<file path="src/rtl/seg_display_scan.sv">
`default_nettype none
// ============================================================================
//  Module      : seg_display_scan
//  Description : Six-digit multiplexed 7-segment scanner for a stopwatch
//                (mm.ss.cc). Walks positions 5..0, blanks the anodes at the
//                start of each slot against ghosting, and shows a per-frame
//                snapshot of the BCD inputs that can be frozen for lap view.
//  Revision    : 1.0 - initial release
// ============================================================================
module seg_display_scan #(
   parameter int unsigned SCAN_DIV  = 100000,
   parameter int unsigned BLANK_CYC = 1000
) (
   input  logic       clk,
   input  logic       reset,
   input  logic [3:0] min_10,
   input  logic [3:0] min_1,
   input  logic [3:0] sec_10,
   input  logic [3:0] sec_1,
   input  logic [3:0] milli_10,
   input  logic [3:0] milli_1,
   input  logic       freeze,
   input  logic       blank_lz,
   output logic [5:0] an,
   output logic [6:0] seg,
   output logic       dp,
   output logic       frame_tick
);

   // Prescaler width covers 0..SCAN_DIV-1
   localparam int unsigned PRESC_W = (SCAN_DIV > 1) ? $clog2(SCAN_DIV) : 1;
   localparam logic [PRESC_W-1:0] PRESC_LAST = PRESC_W'(SCAN_DIV - 1);
   localparam logic [PRESC_W-1:0] PRESC_ONE  = PRESC_W'(1);
   localparam logic [PRESC_W-1:0] BLANK_LIM  = PRESC_W'(BLANK_CYC);

   localparam logic [2:0] IDX_FIRST = 3'd5;
   localparam logic [2:0] IDX_LAST  = 3'd0;
   localparam logic [5:0] AN_OFF    = 6'h3F;
   localparam logic [6:0] SEG_OFF   = 7'h7F;
   localparam logic [6:0] SEG_DASH  = 7'h3F;

   logic [PRESC_W-1:0] presc;
   logic [2:0]         idx;
   logic [5:0][3:0]    snap;

   logic               slot_end;
   logic               frame_end;
   logic               in_guard;
   logic               lz_blank;
   logic               slot_blank;
   logic [3:0]         cur_digit;
   logic [5:0]         an_next;
   logic [6:0]         seg_next;
   logic               dp_next;

   // BCD to active-low {g,f,e,d,c,b,a}; non-BCD codes show a dash
   function automatic logic [6:0] decode_digit(input logic [3:0] d);
      logic [6:0] s;
      case (d)
         4'd0:    s = 7'h40;
         4'd1:    s = 7'h79;
         4'd2:    s = 7'h24;
         4'd3:    s = 7'h30;
         4'd4:    s = 7'h19;
         4'd5:    s = 7'h12;
         4'd6:    s = 7'h02;
         4'd7:    s = 7'h78;
         4'd8:    s = 7'h00;
         4'd9:    s = 7'h10;
         default: s = SEG_DASH;
      endcase
      return s;
   endfunction

   assign slot_end  = (presc == PRESC_LAST);
   assign frame_end = slot_end && (idx == IDX_LAST);

   // Free-running slot prescaler, wraps on the last cycle of each slot
   always_ff @(posedge clk or negedge reset) begin
      if (!reset) begin
         presc <= '0;
      end else if (slot_end) begin
         presc <= '0;
      end else begin
         presc <= presc + PRESC_ONE;
      end
   end

   // Digit index walks 5 down to 0, then back to 5, one step per slot
   always_ff @(posedge clk or negedge reset) begin
      if (!reset) begin
         idx <= IDX_FIRST;
      end else if (slot_end) begin
         if (idx == IDX_LAST) begin
            idx <= IDX_FIRST;
         end else begin
            idx <= idx - 3'd1;
         end
      end
   end

   // Snapshot is sampled only at frame boundaries, and only when not frozen,
   // so a freeze edge mid-frame can never tear the displayed value
   always_ff @(posedge clk or negedge reset) begin
      if (!reset) begin
         snap <= '0;
      end else if (frame_end && !freeze) begin
         snap <= {min_10, min_1, sec_10, sec_1, milli_10, milli_1};
      end
   end

   // Anti-ghosting guard at the start of every slot (absent when BLANK_CYC=0)
   generate
      if (BLANK_CYC == 0) begin : g_no_guard
         assign in_guard = 1'b0;
      end else begin : g_guard
         assign in_guard = (presc < BLANK_LIM);
      end
   endgenerate

   // Leading-zero suppression applies only to the tens-of-minutes position
   assign lz_blank   = blank_lz && (idx == IDX_FIRST) && (snap[5] == 4'd0);
   assign slot_blank = in_guard || lz_blank;

   // Select the snapshot digit for the active position
   always_comb begin
      cur_digit = 4'd0;
      case (idx)
         3'd5:    cur_digit = snap[5];
         3'd4:    cur_digit = snap[4];
         3'd3:    cur_digit = snap[3];
         3'd2:    cur_digit = snap[2];
         3'd1:    cur_digit = snap[1];
         3'd0:    cur_digit = snap[0];
         default: cur_digit = 4'd0;
      endcase
   end

   // Next pin values: single low anode, decoded segments, dp after mm and ss
   always_comb begin
      an_next  = AN_OFF;
      seg_next = SEG_OFF;
      dp_next  = 1'b1;
      if (!slot_blank && (idx <= IDX_FIRST)) begin
         an_next  = ~(6'b00_0001 << idx);
         seg_next = decode_digit(cur_digit);
         dp_next  = !((idx == 3'd4) || (idx == 3'd2));
      end
   end

   // Registered pins: one clock behind the prescaler/index state
   always_ff @(posedge clk or negedge reset) begin
      if (!reset) begin
         an         <= AN_OFF;
         seg        <= SEG_OFF;
         dp         <= 1'b1;
         frame_tick <= 1'b0;
      end else begin
         an         <= an_next;
         seg        <= seg_next;
         dp         <= dp_next;
         frame_tick <= frame_end && !freeze;
      end
   end

endmodule
`default_nettype wire

</file>
<file path="config.mk">
export PLATFORM = sky130hd
export DESIGN_NAME = seg_display_scan
export DESIGN_NICKNAME = d
export VERILOG_FILES = /design/src/rtl/seg_display_scan.sv
export SDC_FILE = /design/constraint.sdc
export NUM_CORES = 1
export LEC_CHECK = 0
export ABC_CLOCK_PERIOD_IN_PS = 4090
export BUFFER_PORTS_ARGS = -buffer_cell sky130_fd_sc_hd__buf_4
export CAP_MARGIN = 20
export CORE_ASPECT_RATIO = 0.9
export CORE_UTILIZATION = 60
export DETAILED_ROUTE_END_ITERATION = 16
export PLACE_DENSITY = 0.82
export SLEW_MARGIN = 20
export SYNTH_ARGS = -nofsm -noshare
export SYNTH_HDL_FRONTEND = slang
export SYNTH_SLANG_ARGS = --single-unit
</file>
<file path="constraint.sdc">
create_clock -name clk -period 4.09 [get_ports clk]
set_input_delay 0.2045 -clock clk [delete_from_list [all_inputs] [get_ports clk]]
set_output_delay 0.2045 -clock clk [all_outputs]
set_load 0.02 [all_outputs]
</file>
==> results.md <==
- Area occupied by multi-input gates: 1170 µm²
- Max clock buf depth: 2
- Leak: 1.564 nW
- Crit. End Element: flip-flop
- Dpl hpwl: 3247 µm
- Sequential Area: 1496 µm²
- Vias in the first global route: 1717
- IO buf count: 42
- Mapped Nets: 254
- CP Class: flip-flop to flip-flop
- DRC: 0
- Distinct cells, synth: 37
- Full die area: 4811 µm²
- Max IR drop VDD: 0.0003510 V
- R2R Setup Slk: 1.42 ns
- Routed vias/inst: 5.473
- Largest net degree at the start of global routing: 60
- FFs w/ async S/R, synth: 1.000
- Starting density of the core: 0.6465
- Area grow syn2layout: 22.29%
- CP Data Required Time: 4.31 ns
- Per-cell routed wire length: 14.47 µm
- Clock Skews: 0.008228 ns
- Total routed wirelength: 4832 µm
- Worst-path fanout max: 25
- Clk sinks: 59
- Placed cells: 317
- Total power draw: 1.225 mW
- Mapped Cells: 220
- ANT nets after route: 0
- Layout Nets: 303
- Finish-stage setup viols: 0
- Register area share after synthesis: 0.5496
- EDFF count, synth: 0
- Ant. Diodes: 0
- First-pass GRT wire length: 8321 µm
- Cell row count: 22
- Setup crit start kind: flip-flop
- I/O pin count: 43
- Tcrit/Tclk final: 0.6533
- Area of the core: 4212 µm²
- Clock transition at path regs: 0.07 ns
- Die Wd: 73.01 µm
- RSZ-0062 raised after global routing: false
- Drt pass-1 iters: 4
- Status: completed
- Initial antenna violation count: 0
- Avg Inst Size Synth: 12.38 µm²
- Final Max Tran Viols: 0
- Vias: 1828
- Clock Root Buffer: clkbuf_8
- CTS tree: done
- Placer Congestion: 0.8211
- Post-CTS setup buffer count: 0
- Register bit total from synthesis: 59
- Post-CTS sizing: 0
- Layout cell share with drive strength beyond 1: 0.3978
- Hold Violations, Final: 0
- WP data arrival: 2.89 ns
- H-tree Lvls: 3
- Final non-filler cell total: 334
- Clock Latency Late Sink: 0.34 ns
- Gr usage total: 0.2431
- Slew @ Worst Pin: 1.032 ns
- Slew headroom: 0.3066
- Final critical-path required period: 2.672 ns
- Max Cap Violations: 0
- Min-delay worst type: primary input to flip-flop
- Hold buffers post-CTS: 1
- Hold WS: 0.08622 ns
- Count of warnings emitted by yosys: 0
- TritonCTS Buffers: 9
- Cell Area, Synth: 2723 µm²
- Setup TNS: 0 ns
- Post-synth top flop: dfrtp_1
- Max Fclk: 0.3743 GHz
- Initial DRC count: 142
- Chip Height: 65.91 µm
- Remaining Overflow, GRT: 0
- PwrDens: 368.0 nW/µm²
- # fillers: 279
cell usage after synthesis, types with 2 or more instances:
cell type | instances | area, µm²
dfstp_2 | 16 | 420.4
nor2b_1 | 4 | 25.02
nand4b_1 | 2 | 17.52
and3_1 | 4 | 25.02
xnor2_1 | 9 | 78.83
a22oi_1 | 2 | 15.01
clkbuf_1 | 3 | 11.26
mux2i_1 | 11 | 110.1
buf_6 | 2 | 22.52
nand3_1 | 14 | 70.07
o22a_1 | 4 | 35.03
mux2_2 | 27 | 304.0
nor3_1 | 5 | 25.02
inv_1 | 5 | 18.77
ha_1 | 6 | 75.07
xor2_1 | 8 | 70.07
dfrtp_1 | 43 | 1076
or4_4 | 2 | 22.52
nand2_1 | 12 | 45.04
nor2_1 | 16 | 60.06
o21ai_0 | 7 | 35.03
a21oi_1 | 3 | 15.01
cell usage in the layout, fill, tap and decap left out, types with 3 or more instances in the layout:
master,count
nor3_1,5
and3_1,4
ha_1,6
buf_4,43
dfstp_2,16
mux2_2,27
nor2_1,16
nor2b_1,4
clkbuf_8,11
xnor2_1,9
o21ai_0,7
nand2_1,12
dfrtp_1,43
inv_1,5
nand3_1,14
xor2_1,8
a21oi_1,3
mux2i_1,11
o22a_1,4
state kept, by name, indices dropped and copies added (netlist names):
register and flops:
an 6, dp 1, frame_tick 1, idx 3, presc 17, seg 7, snap 24
final timing paths:
kind | start | endpoint | depth (start not counted)
setup / recovery | presc[13] | snap[3] | 5
hold / removal | sec_10[1] | snap[13] | 2
setup reg to reg | presc[13] | snap[3] | 5
hold reg to reg | presc[0] | presc[0] | 1
max in group asynchronous | reset | presc[14] | 2
min in group asynchronous | reset | presc[3] | 2
where the power goes:
group	internal, mW	total, mW	switching [mW]
Combinational	0.0171	0.0319	0.0147
Clock	0.378	0.609	0.231
Sequential	0.584	0.584	0
metrics by stage:
step | setup slack (ns) | util | instance area, µm²
global placement | 1.475 | 0.7320 | 3083
detailed placement | 1.436 | 0.7320 | 3083
finish | 1.418 | 0.7906 | 3329
floorplan | 1.473 | - | 2723
CTS | 1.411 | 0.7906 | 3329
global route | 1.329 | 0.7906 | 3329
kinds of logic after synthesis:
family / share of synthesized area
AOI/OAI and AO/OA: 0.04641
xor gates and xnor gates: 0.05469
adders and majority gates: 0.02757
buffers and inverters: 0.02068
DFF: 0.5496
muxes: 0.1604
and+or+nand+nor: 0.1406
cell type report:
| type | count | area share |
|---|---|---|
| clock buffers | 11 | 0.04547 |
| clock inverters | 5 | 0.02555 |
| inverters | 5 | 0.005637 |
| multi-input cells | 150 | 0.3514 |
| flip-flops and latches | 59 | 0.4495 |
| well taps | 60 | 0.02255 |
| repair buffers | 44 | 0.09996 |
worst max-delay path: stages (launching register included):
cell and delay (ns):
dfrtp_1 0.43, or4_4 0.56, or4_4 0.58, nor4b_4 0.26
buf_4 0.34, mux2_2 0.39
routing by layer:
layer  vias to the layer above  track usage  share of wire  wire [µm]
li1                        879            -              -          -
met3                         9       0.1006          0.062        299
met5                         -            0              0          0
met2                        56       0.3368           0.45       2188
met4                         0      0.08088          0.014         69
met1                       884       0.3447           0.47       2274
Note: power is estimated with default switching activity, not from simulation.
